===== src/rtl/shift_pkg.sv =====
// shift_pkg: shared definitions for the serial SRL scheduler.
//   FUNCT_SRL   - function code that selects a logical right shift
//   WIDTH_DEF   - default data width
//   SHW_DEF     - default shift-amount width (also the number of stages)
//   state_t     - scheduler FSM state encoding
package shift_pkg;

    localparam int          WIDTH_DEF = 32;
    localparam int          SHW_DEF   = 5;
    localparam logic [5:0]  FUNCT_SRL = 6'b000010;

    typedef enum logic [1:0] {
        IDLE  = 2'd0,
        SHIFT = 2'd1,
        DONE  = 2'd2
    } state_t;

endpackage


===== src/rtl/shift_stage.sv =====
// shift_stage: one log2 stage of a logical right shifter, shared by every
// pass of the serial sequencer.
//   din  - operand
//   en   - apply this stage (the shift-amount bit for stage k)
//   k    - stage index; the stage shifts by 2**k
//   dout - din >> 2**k when en, else din (zero fill from the MSB)
module shift_stage #(
    parameter int WIDTH = 32,
    parameter int KW    = 3
) (
    input  logic [WIDTH-1:0] din,
    input  logic             en,
    input  logic [KW-1:0]    k,
    output logic [WIDTH-1:0] dout
);

    assign dout = en ? (din >> (32'd1 << k)) : din;

endmodule


===== src/rtl/shift_sched.sv =====
// shift_sched: two-port round-robin scheduler for a serial 32-bit SRL.
// A granted request is captured, shifted one log2 stage per cycle through a
// single shift_stage, and returned on the response port with its port ID.
// Non-SRL function codes bypass the shifter and return the operand with err.
//
// Handshakes: a transfer happens on a rising edge where valid and ready are
// both high. A request holds valid and its payload until it sees ready; the
// scheduler only raises reqN_ready in IDLE for the granted port. rsp_valid
// stays high with rsp_data/rsp_id/rsp_err stable until rsp_ready is seen.
//
// Ports:
//   clk, reset            - clock, asynchronous active-low reset
//   reqN_valid/ready      - request handshake, N = 0, 1
//   reqN_data/shamt/funct - operand, shift amount, function code
//   rsp_valid/ready       - response handshake
//   rsp_data/id/err       - result, requester ID, non-SRL flag
//   busy                  - a transaction is in flight (state != IDLE)
//   dbg_state             - current FSM state
module shift_sched
    import shift_pkg::*;
#(
    parameter int WIDTH = WIDTH_DEF,
    parameter int SHW   = SHW_DEF
) (
    input  logic             clk,
    input  logic             reset,
    input  logic             req0_valid,
    output logic             req0_ready,
    input  logic [WIDTH-1:0] req0_data,
    input  logic [SHW-1:0]   req0_shamt,
    input  logic [5:0]       req0_funct,
    input  logic             req1_valid,
    output logic             req1_ready,
    input  logic [WIDTH-1:0] req1_data,
    input  logic [SHW-1:0]   req1_shamt,
    input  logic [5:0]       req1_funct,
    output logic             rsp_valid,
    input  logic             rsp_ready,
    output logic [WIDTH-1:0] rsp_data,
    output logic             rsp_id,
    output logic             rsp_err,
    output logic             busy,
    output state_t           dbg_state
);

    localparam int          KW     = (SHW > 1) ? $clog2(SHW) : 1;
    localparam logic [KW-1:0] K_LAST = KW'(SHW - 1);

    state_t           state;
    state_t           state_nxt;
    logic [WIDTH-1:0] acc;
    logic [SHW-1:0]   shamt_r;
    logic [KW-1:0]    k;
    logic             id_r;
    logic             err_r;
    logic             last_grant;   // 1: port 1 was granted last, so port 0 wins a tie

    logic             grant0;
    logic             grant1;
    logic             hs;
    logic [WIDTH-1:0] sel_data;
    logic [SHW-1:0]   sel_shamt;
    logic [5:0]       sel_funct;
    logic [WIDTH-1:0] stage_out;

    // Round-robin arbitration between the two requesters.
    always_comb begin
        grant0 = req0_valid & (~req1_valid | last_grant);
        grant1 = req1_valid & (~req0_valid | ~last_grant);
    end

    assign hs        = (req0_valid & req0_ready) | (req1_valid & req1_ready);
    assign sel_data  = grant1 ? req1_data  : req0_data;
    assign sel_shamt = grant1 ? req1_shamt : req0_shamt;
    assign sel_funct = grant1 ? req1_funct : req0_funct;

    shift_stage #(
        .WIDTH (WIDTH),
        .KW    (KW)
    ) u_stage (
        .din  (acc),
        .en   (shamt_r[k]),
        .k    (k),
        .dout (stage_out)
    );

    // State register
    always_ff @(posedge clk or negedge reset) begin
        if (!reset) begin
            state <= IDLE;
        end else begin
            state <= state_nxt;
        end
    end

    // Next-state logic
    always_comb begin
        state_nxt = state;
        case (state)
            IDLE: begin
                if (hs) begin
                    state_nxt = (sel_funct == FUNCT_SRL) ? SHIFT : DONE;
                end
            end
            SHIFT: begin
                if (k == K_LAST) begin
                    state_nxt = DONE;
                end
            end
            DONE: begin
                if (rsp_ready) begin
                    state_nxt = IDLE;
                end
            end
            default: state_nxt = IDLE;
        endcase
    end

    // Output logic. Ready is also held low while reset is asserted so nothing
    // looks accepted during reset.
    always_comb begin
        req0_ready = 1'b0;
        req1_ready = 1'b0;
        rsp_valid  = 1'b0;
        busy       = 1'b1;
        case (state)
            IDLE: begin
                req0_ready = grant0 & reset;
                req1_ready = grant1 & reset;
                busy       = 1'b0;
            end
            DONE:    rsp_valid = 1'b1;
            default: ;
        endcase
    end

    assign rsp_data  = acc;
    assign rsp_id    = id_r;
    assign rsp_err   = err_r;
    assign dbg_state = state;

    // Datapath and arbitration registers
    always_ff @(posedge clk or negedge reset) begin
        if (!reset) begin
            acc        <= '0;
            shamt_r    <= '0;
            k          <= '0;
            id_r       <= 1'b0;
            err_r      <= 1'b0;
            last_grant <= 1'b1;
        end else begin
            case (state)
                IDLE: begin
                    if (hs) begin
                        acc        <= sel_data;
                        shamt_r    <= sel_shamt;
                        id_r       <= grant1;
                        err_r      <= (sel_funct != FUNCT_SRL);
                        k          <= '0;
                        last_grant <= grant1;
                    end
                end
                SHIFT: begin
                    // Every stage runs, even when the shift-amount bit is 0,
                    // to keep latency fixed.
                    acc <= stage_out;
                    k   <= (k == K_LAST) ? '0 : k + KW'(1);
                end
                default: ;
            endcase
        end
    end

endmodule


===== config.mk =====
export PLATFORM = sky130hd
export DESIGN_NAME = shift_sched
export DESIGN_NICKNAME = d
export VERILOG_FILES = /design/src/rtl/shift_pkg.sv /design/src/rtl/shift_stage.sv /design/src/rtl/shift_sched.sv
export SDC_FILE = /design/constraint.sdc
export NUM_CORES = 1
export LEC_CHECK = 0
export CAP_MARGIN = 40
export CELL_PAD_IN_SITES_DETAIL_PLACEMENT = 1
export CELL_PAD_IN_SITES_GLOBAL_PLACEMENT = 1
export CORE_AREA = 2 2 113 115
export DETAILED_ROUTE_END_ITERATION = 10
export DIE_AREA = 0 0 115 117
export GPL_ROUTABILITY_DRIVEN = 1
export PLACE_DENSITY_LB_ADDON = 0.1
export SLEW_MARGIN = 15
export SYNTH_ARGS = -nofsm -noshare
export SYNTH_HDL_FRONTEND = slang
export SYNTH_SLANG_ARGS = --single-unit

===== constraint.sdc =====
create_clock -name clk -period 6.6 [get_ports clk]
set_input_delay 1.65 -clock clk [delete_from_list [all_inputs] [get_ports clk]]
set_output_delay 1.65 -clock clk [all_outputs]
set_load 0.005 [all_outputs]

# Word-level counts from Yosys, hierarchy flattened
# Index checks and enable logic that the tools add are counted.
# op_classes
order_cmp	1
eq_ne	9
addsub	1
bitwise_logic	12
shift	2
mux	20
n_reduce_logical	6
# ops
operator	n
two-way mux 32 bit	3
case mux 32 bit (2 select lines)	1
<< shifter 1 x 3 -> 32 bit, first input constant	1
right shift 32 x 32 -> 32 bit	1
two-way mux 2 bit	4
AND 1 bit	6
equality test 6 x 2 -> 1 bit, second input constant	1
two-way mux 3 bit	2
two-way mux 6 bit	1
!= test 2 bit, second input constant	3
!= test 6 x 2 -> 1 bit, second input constant	1
case mux 2 bit (3 select lines)	1
case mux 3 bit (2 select lines)	1
AND reduction 3 bit	2
two-way mux 1 bit	5
two-way mux 5 bit	1
< comparator 3 x 4 -> 1 bit, second input constant	1
AND reduction 2 bit	2
adder 3 x 1 -> 3 bit, second input constant	1
binary-select mux 1 bit (select 3 bit)	1
equality test 3 bit, second input constant	1
NOT 1 bit	3
bitwise OR 1 bit	3
equality test 2 x 1 -> 1 bit, second input constant	1
other kinds (4)	4
# word_totals
regBits	45
wordCells	58

# Depth between registers and ports, before layout
# Gate-level depths: netlist of run 1.
# logic_depth
ltp_word	9
mapped_depth	11
depth_no_buf	8

# Cells and area by module
# A second synthesis of run 1 with hierarchy kept.
# hier_totals
cells_unflattened	543
hier_area_um2	4000.1
# modules_own_cells
module	cells_each	area_each_um2	n_inst
shift_sched	324	2565.0	1
shift_stage	219	1435.1	1

# Worst setup path before layout of run 1
# Ideal clock, no wire load.
# synth_path
path_type	input-to-output
from	input req1_valid
to	output req1_ready
arrival_time_ps	2593
setup_slack_ps	2357
path_buffers	3
stages	5
path_cell_list	a21bo_2 clkbuf_1 buf_2 clkbuf_1 nor2_1
# synth_between
elab_chain_cells	3
# synth_lines
item	line	rtl
start: declaration	shift_sched.sv:32	input logic req1_valid,
AND 1 bit	shift_sched.sv:69	grant1 = req1_valid & (~req0_valid | ~last_grant);
AND 1 bit	shift_sched.sv:129	req1_ready = grant1 & reset;
two-way mux 1 bit	shift_sched.sv:126	case (state)
end: declaration	shift_sched.sv:33	output logic req1_ready,
# No other way between the ends.

# Final worst setup path of run 1
# layout_path
from	input req0_valid
to	output req0_ready
# layout_between
elab_chain_cells	3
# layout_lines
item	line	rtl
start: declaration	shift_sched.sv:27	input logic req0_valid,
AND 1 bit	shift_sched.sv:68	grant0 = req0_valid & (~req1_valid | last_grant);
AND 1 bit	shift_sched.sv:128	req0_ready = grant0 & reset;
two-way mux 1 bit	shift_sched.sv:126	
end: declaration	shift_sched.sv:28	output logic req0_ready,
# No other way between the ends.

==> results of run 1 <==
==> area by class of cell <==
cell class                 count  area, µm²  area share
clock buffer                   8        136      0.0221
inverter                      14       52.6     0.00852
multi-input combinational    456       3250       0.528
sequential                    45       1130       0.183
tap                          150        188      0.0304
timing repair buffer         141       1410       0.228
==> worst max-delay path: stages <==
cell and delay [ns]:
sky130_fd_sc_hd__clkdlybuf4s50_1 0.54, sky130_fd_sc_hd__nand3_1 0.13, sky130_fd_sc_hd__nor2b_1 0.21, sky130_fd_sc_hd__clkdlybuf4s50_1 0.53
==> worst paths after layout <==
check / end / startpoint / cells past startpoint / slack, ns
worst min register to register: rsp_err$_DFFE_PN0P_ / rsp_err$_DFFE_PN0P_ / 1 / 0.52
worst min-delay path: rsp_err$_DFFE_PN0P_ / rsp_err$_DFFE_PN0P_ / 1 / 0.52
min in group asynchronous: rsp_err$_DFFE_PN0P_ / reset / 1 / 1.27
worst max register to register: rsp_data[0]$_DFFE_PN0P_ / k[0]$_DFFE_PN0P_ / 8 / 2.92
max in group asynchronous: rsp_data[22]$_DFFE_PN0P_ / reset / 2 / 4.51
worst max-delay path: req0_ready / req0_valid / 4 / 1.88
==> per-layer routing <==
metal	global-route usage	vias to the layer above	routed length (µm)
met4	0.0900	0	510
met3	0.0685	48	1980
met1	0.426	2625	8780
met2	0.491	310	9340
li1	-	2360	-
met5	0	-	0
==> power by group <==
part	internal [W]	switching [W]	total [W]	leakage, nW
clock network	0.000141	0.000106	0.000247	0.0652
logic	0.000421	0.000386	0.000807	1.84
registers	0.000353	0.000173	0.000526	0.524
total	0.000915	0.000665	0.00158	2.43
==> registers in the layout, summed over array words and instances, names as in the netlist <==
name,flops
dbg_state,2
k,3
last_grant,1
rsp_data,32
rsp_err,1
rsp_id,1
shamt_r,5
==> metrics by stage <==
| stage | setup WS, ns | std cells |
|---|---|---|
| floorplan | 2.36 | 560 |
| global placement | 1.97 | 804 |
| detailed placement | 1.89 | 806 |
| CTS | 1.87 | 814 |
| global route | 1.80 | 814 |
| finish | 1.88 | 814 |
==> kinds of logic (layout without fill, tap and decap cells) <==
kind of cell,count (synthesis),in the layout,share of synthesized area
adders and majority gates,6,6,0.0160
and+or+nand+nor,159,159,0.157
AOI/OAI and AO/OA,205,205,0.310
buffers and inverters,59,163,0.0684
muxes,86,86,0.209
DFF,45,45,0.240
==> synthesized netlist by cell type, types with 3 or more instances <==
library cell               number  share of area
sky130_fd_sc_hd__a211oi_1       4         0.0064
sky130_fd_sc_hd__a21o_1         3         0.0048
sky130_fd_sc_hd__a21oi_1       33          0.035
sky130_fd_sc_hd__a221o_1        5          0.011
sky130_fd_sc_hd__a22oi_1        4         0.0064
sky130_fd_sc_hd__a31o_2         4         0.0075
sky130_fd_sc_hd__a31oi_1       18          0.024
sky130_fd_sc_hd__a32oi_1        5         0.0093
sky130_fd_sc_hd__buf_2         16          0.017
sky130_fd_sc_hd__buf_4          6         0.0096
sky130_fd_sc_hd__buf_6          6          0.014
sky130_fd_sc_hd__clkbuf_1      14          0.011
sky130_fd_sc_hd__dfrtp_1       44           0.23
sky130_fd_sc_hd__ha_1           6          0.016
sky130_fd_sc_hd__inv_1         13          0.010
sky130_fd_sc_hd__mux2_1         3         0.0072
sky130_fd_sc_hd__mux2_2        10          0.024
sky130_fd_sc_hd__mux2_4         3         0.0096
sky130_fd_sc_hd__mux2i_1       63           0.13
sky130_fd_sc_hd__mux4_2         7          0.034
sky130_fd_sc_hd__nand2_1       83          0.066
sky130_fd_sc_hd__nand2b_1       4         0.0053
sky130_fd_sc_hd__nand3_1        5         0.0053
sky130_fd_sc_hd__nand4_1        4         0.0053
sky130_fd_sc_hd__nor2_1        26          0.021
sky130_fd_sc_hd__nor2b_1       10          0.013
sky130_fd_sc_hd__nor3_1        10          0.011
sky130_fd_sc_hd__o211ai_1      11          0.018
sky130_fd_sc_hd__o21a_1         9          0.014
sky130_fd_sc_hd__o21ai_0       24          0.026
sky130_fd_sc_hd__o21ai_1        8         0.0085
sky130_fd_sc_hd__o221ai_1      15          0.028
sky130_fd_sc_hd__o22a_1         4         0.0075
sky130_fd_sc_hd__o22ai_1       22          0.029
sky130_fd_sc_hd__o31ai_1        4         0.0064
sky130_fd_sc_hd__o32a_1         6          0.013
==> flow_summary.rst, run 1 <==
.. list-table::
   :header-rows: 1

   * - Metric
     - Value
   * - Post-CTS Repair Setup Buffers
     - 0
   * - Post-synthesis cell count
     - 560
   * - Site row count
     - 41
   * - Post-detailed-route DRC marker count
     - 0
   * - Antenna Cells
     - 0
   * - Resized Gates After CTS
     - 0
   * - RSZ-0062 raised after global routing
     - no
   * - Minimum hold slack
     - 0.516 ns
   * - Total CTS buffers
     - 5
   * - Final period demand of the worst path
     - 4.72 ns
   * - Overall power after layout
     - 0.00158 W
   * - Power per standard cell area
     - 256 nW/µm²
   * - Die Y-Extent
     - 117 µm
   * - Final Hold Vio Count
     - 0
   * - Crit share post-route
     - 0.715
   * - Most frequent cells in the layout
     - sky130_fd_sc_hd__clkdlybuf4s50_1, sky130_fd_sc_hd__nand2_1, sky130_fd_sc_hd__mux2i_1
   * - Worst min-delay path class
     - register to register
   * - Pin count of the biggest net entering global routing
     - 48
   * - Core area
     - 12300 µm²
   * - Yosys cell types
     - 76
   * - Worst Max-Slew Pin Slew
     - 0.871 ns
   * - Worst-case vdd ir drop
     - 0.000134 V
   * - Routed wire length per instance
     - 25.3 µm
   * - Synthesis Warnings
     - 0
   * - Total overflow reported by the global router
     - 0
   * - Mapped Area
     - 4700 µm²
   * - Filler cell count in the final layout
     - 1471
   * - Clock network latency to the later pin of the worst-skew pair
     - 0.29 ns
   * - Vias in the first global route
     - 5449
   * - Fmax
     - 212 MHz
   * - Crit path kind
     - input pin to primary output
   * - Leakage power figure
     - 2.43 nW
   * - Clock H-tree levels
     - 2
   * - Post-route standard cell area excluding fillers
     - 6160 µm²
   * - Synth Register Bits
     - 45
   * - Share of flip-flops with an asynchronous set or reset after synthesis
     - 1.00
   * - CTS tree
     - yes
   * - Antenna violations before repair
     - 0
   * - Clock Sink Count
     - 45
   * - Count of input and output buffers
     - 130
   * - Number of enable flip-flop cells after synthesis
     - 0
   * - Hold_buf cts
     - 0
   * - Data arrival time of the critical path
     - 3.07 ns
   * - Ratio of cells with drive above 1 in the final layout
     - 0.0858
   * - Antenna Nets Post-Route
     - 0
   * - Post-layout utilization of the core
     - 0.501
   * - Kind of launch point of the worst setup path
     - input pin
   * - Summed negative setup slack over all endpoints
     - 0 ns
   * - Clk_skew
     - 0.00472 ns
   * - Vias after detailed routing
     - 5343
   * - Average instance area after synthesis
     - 8.39 µm²
   * - Leading cell type in the layout, fill and taps excluded
     - sky130_fd_sc_hd__clkdlybuf4s50_1
   * - Drt first pass iters
     - 5
   * - Starting utilization of the core area
     - 0.382
   * - Ys flop type
     - sky130_fd_sc_hd__dfrtp_1
   * - Portion of the post-synthesis area used by sequential elements
     - 0.240
   * - Max-cap violations
     - 0
   * - Worst EP required
     - 4.95 ns
   * - Global-route wire length before repair
     - 31600 µm
   * - Buffer cell driving the clock tree root
     - sky130_fd_sc_hd__clkbuf_16
   * - Number of setup violations in the final report
     - 0
   * - Maximum count of clock buffers along a single path
     - 2
   * - Weighted congestion at the end of routability-driven global placement
     - 0.959
   * - Total count of max-transition violations in the final report
     - 0
   * - Critical path endpoint category
     - primary output
   * - Placed cell areas
     - 6030 µm²
   * - Synth Net Count
     - 657
   * - Layout Area Growth over Synthesis
     - 31.2%
   * - Via density per instance
     - 6.56
   * - Drt first-iter violations
     - 570
   * - Tightest slew margin relative to the limit
     - 0.418
   * - Fin nets
     - 760
   * - Clock slew at reported path FFs
     - 0.06 ns
   * - HPWL after detailed placement
     - 15600 µm
   * - Die width
     - 115 µm
   * - DIE AREA
     - 13500 µm²
   * - Crit Path Max Fanout
     - 4
   * - Overall track demand over capacity in global routing
     - 0.310
   * - Status
     - finished, final reports clean
   * - Number of top-level pins
     - 131
   * - Total wire length after detailed routing
     - 20600 µm
(Power assumes the default switching activity.)
==> run 2: changes to the inputs <==
--- a/config.mk
+++ b/config.mk
@@ -8,9 +8,9 @@
 export CAP_MARGIN = 40
 export CELL_PAD_IN_SITES_DETAIL_PLACEMENT = 1
 export CELL_PAD_IN_SITES_GLOBAL_PLACEMENT = 1
-export CORE_AREA = 2 2 113 115
+export CORE_AREA = 2 2 123 125
 export DETAILED_ROUTE_END_ITERATION = 10
-export DIE_AREA = 0 0 115 117
+export DIE_AREA = 0 0 125 127
 export GPL_ROUTABILITY_DRIVEN = 1
 export PLACE_DENSITY_LB_ADDON = 0.1
 export SLEW_MARGIN = 15
==> constraint.sdc (replaced) <==
create_clock -name clk -period 4.3 [get_ports clk]
set_input_delay 1.075 -clock clk [delete_from_list [all_inputs] [get_ports clk]]
set_output_delay 1.075 -clock clk [all_outputs]
set_load 0.005 [all_outputs]
==> flow_summary.rst, run 2 (synthesis results as in run 1) <==
.. list-table::
   :header-rows: 1

   * - Metric
     - Value
   * - Clock slew at reported path FFs
     - 0.06 ns (about the same)
   * - Via density per instance
     - 6.24 (was 6.56)
   * - Post-layout utilization of the core
     - 0.433 (was 0.501)
   * - Drt first pass iters
     - 5 (unchanged)
   * - Worst reg-to-reg path cell count
     - 8 (unchanged)
   * - Worst Max-Slew Pin Slew
     - 0.773 ns (was 0.871 ns)
   * - Number of top-level pins
     - 131 (unchanged)
   * - Total wire length after detailed routing
     - 21500 µm (was 20600 µm)
   * - Power per standard cell area
     - 391 nW/µm² (was 256 nW/µm²)
   * - Worst-case hold path end point
     - last_grant$_DFFE_PN1P_ (was rsp_err$_DFFE_PN0P_)
   * - Clk_skew
     - 0.00857 ns (was 0.00472 ns)
   * - Clock H-tree levels
     - 2 (unchanged)
   * - Worst-case vdd ir drop
     - 0.000148 V (was 0.000134 V)
   * - Die Y-Extent
     - 127 µm (was 117 µm)
   * - Data arrival time of the critical path
     - 2.44 ns (was 3.07 ns)
   * - Sw Pwr
     - 0.00104 W (was 0.000665 W)
   * - Summed negative setup slack over all endpoints
     - 0 ns (unchanged)
   * - Fraction of power spent switching nets
     - 0.425 (was 0.421)
   * - Core area
     - 14400 µm² (was 12300 µm²)
   * - Combinational power share
     - 0.510 (was 0.511)
   * - Total overflow reported by the global router
     - 0 (unchanged)
   * - Number of setup violations in the final report
     - 0 (unchanged)
   * - Post-CTS Repair Setup Buffers
     - 0 (unchanged)
   * - Hold path cells
     - 2 (was 1)
   * - Hold_buf cts
     - 0 (unchanged)
   * - Clock Sink Count
     - 45 (unchanged)
   * - Pin count of the biggest net entering global routing
     - 44 (was 48)
   * - Count of input and output buffers
     - 130 (unchanged)
   * - Antenna violations before repair
     - 0 (unchanged)
   * - Antenna Cells
     - 0 (unchanged)
   * - Global-route wire length before repair
     - 33200 µm (was 31600 µm)
   * - Layout Area Growth over Synthesis
     - 33.0% (was 31.2%)
   * - Drt first-iter violations
     - 546 (was 570)
   * - Buffer cell driving the clock tree root
     - sky130_fd_sc_hd__clkbuf_16 (unchanged)
   * - Max FFs per register
     - 32 (unchanged)
   * - Filler cell count in the final layout
     - 1739 (was 1471)
   * - Resized Gates After CTS
     - 0 (unchanged)
   * - Antenna Nets Post-Route
     - 0 (unchanged)
   * - Fin nets
     - 767 (was 760)
   * - Clock network latency to the later pin of the worst-skew pair
     - 0.30 ns (was 0.29 ns)
   * - Die width
     - 125 µm (was 115 µm)
   * - Reg-to-reg endpoint
     - rsp_data[4]$_DFFE_PN0P_ (was rsp_data[0]$_DFFE_PN0P_)
   * - Weighted congestion at the end of routability-driven global placement
     - 0.946 (was 0.959)
   * - Area taken by multi-input logic gates
     - 3250 µm² (unchanged)
   * - Startpoint of the worst hold path
     - last_grant$_DFFE_PN1P_ (was rsp_err$_DFFE_PN0P_)
   * - Vias after detailed routing
     - 5339 (was 5343)
   * - Share of total power in sequential cells
     - 0.333 (about the same)
   * - Total count of max-transition violations in the final report
     - 0 (unchanged)
   * - Vias in the first global route
     - 5518 (was 5449)
   * - Kind of launch point of the worst setup path
     - input pin (unchanged)
   * - Minimum hold slack
     - 0.505 ns (was 0.516 ns)
   * - Leakage power figure
     - 2.47 nW (was 2.43 nW)
   * - Site row count
     - 44 (was 41)
   * - CTS tree
     - yes (unchanged)
   * - Register area
     - 1130 µm² (unchanged)
   * - Max-cap violations
     - 0 (unchanged)
   * - Crit path kind
     - input pin to primary output (unchanged)
   * - Clk network pwr share
     - 0.158 (was 0.156)
   * - Crit share post-route
     - 0.817
   * - Final Hold Vio Count
     - 0 (unchanged)
   * - DIE AREA
     - 15900 µm² (was 13500 µm²)
   * - Status
     - finished, final reports clean (unchanged)
   * - Critical R2R Launch
     - k[0]$_DFFE_PN0P_ (unchanged)
   * - Final period demand of the worst path
     - 3.51 ns
   * - Maximum count of clock buffers along a single path
     - 2 (unchanged)
   * - Total CTS buffers
     - 5 (unchanged)
   * - Ratio of cells with drive above 1 in the final layout
     - 0.0984 (was 0.0858)
   * - Crit Path Max Fanout
     - 4 (unchanged)
   * - HPWL after detailed placement
     - 16800 µm (was 15600 µm)
   * - Critical path endpoint category
     - primary output (unchanged)
   * - Leading cell type in the layout, fill and taps excluded
     - sky130_fd_sc_hd__clkdlybuf4s50_1 (unchanged)
   * - Overall track demand over capacity in global routing
     - 0.270 (was 0.310)
   * - Tightest slew margin relative to the limit
     - 0.482 (was 0.418)
   * - Post-detailed-route DRC marker count
     - 0 (unchanged)
   * - Worst EP required
     - 3.22 ns (was 4.95 ns)
   * - Fmax
     - 285 MHz
   * - Worst min-delay path class
     - register to register (unchanged)
   * - Register-to-register path setup slack
     - 0.93 ns (was 2.92 ns)
   * - Routed wire length per instance
     - 25.2 µm (was 25.3 µm)
   * - RSZ-0062 raised after global routing
     - no (unchanged)
   * - Cell internal pwr
     - 0.00140 W (was 0.000915 W)
   * - Starting utilization of the core area
     - 0.326 (was 0.382)
   * - Most frequent cells in the layout
     - sky130_fd_sc_hd__clkdlybuf4s50_1, sky130_fd_sc_hd__nand2_1, sky130_fd_sc_hd__mux2i_1 (unchanged)
[run 2: changes by cell type in the layout (fill, tap and decap cells not counted), sizes merged]
cell and delta:
buf +7, clkbuf -2, clkinv +2
[run 2: power by group through the flow]
| stage | Combinational (W) | Clock (W) | Sequential, W |
|---|---|---|---|
| after floorplan | 0.000690 | 0 | 0.000691 |
| after global placement | 0.00121 | 0 | 0.000804 |
| final | 0.00124 | 0.000385 | 0.000812 |
| after CTS | 0.00123 | 0.000395 | 0.000799 |
| after global routing | 0.00134 | 0.000411 | 0.000827 |
| after detailed placement | 0.00123 | 0 | 0.000805 |
[run 2: routing by layer]
layer / global-route usage / vias to the layer above / share of wire
li1: - / 2376 / -
met1: 0.373 / 2650 / 0.45
met2: 0.428 / 272 / 0.44
met3: 0.0519 / 41 / 0.081
met4: 0.0850 / 0 / 0.027
met5: 0 / - / 0
[run 2: per-stage QoR]
step	total power, W	instance area [µm²]	instances	worst slack, ns
floorplan	0.00138	4700	560	1.21
global placement	0.00202	6080	845	0.813
detailed placement	0.00203	6110	847	0.803
CTS	0.00243	6250	855	0.790
global route	0.00258	6250	855	0.716
finish	0.00244	6250	855	0.785
[run 2: area by class of cell]
class | count | share of cell area
multi-input cells | 456 | 0.521
clock buffers | 6 | 0.0206
clock inverters | 2 | 0.00160
inverters | 14 | 0.00841
flip-flops and latches | 45 | 0.180
well taps | 184 | 0.0368
repair buffers | 148 | 0.231
[run 2: worst max-delay path, cell delays in order]
cell and delay [ns]:
sky130_fd_sc_hd__clkdlybuf4s50_1 0.51, sky130_fd_sc_hd__a21bo_2 0.25, sky130_fd_sc_hd__nor2_1 0.10, sky130_fd_sc_hd__clkdlybuf4s50_1 0.51
[run 2: how the worst max path moves through the flow]
stage	startpoint	to	slack [ns]
after floorplan	req1_valid	req1_ready	1.21
after global placement	req1_valid	req1_ready	0.81
after detailed placement	req1_valid	req1_ready	0.80
after CTS	req1_valid	req1_ready	0.79
after global routing	req0_valid	req0_ready	0.72
final	req1_valid	req1_ready	0.79
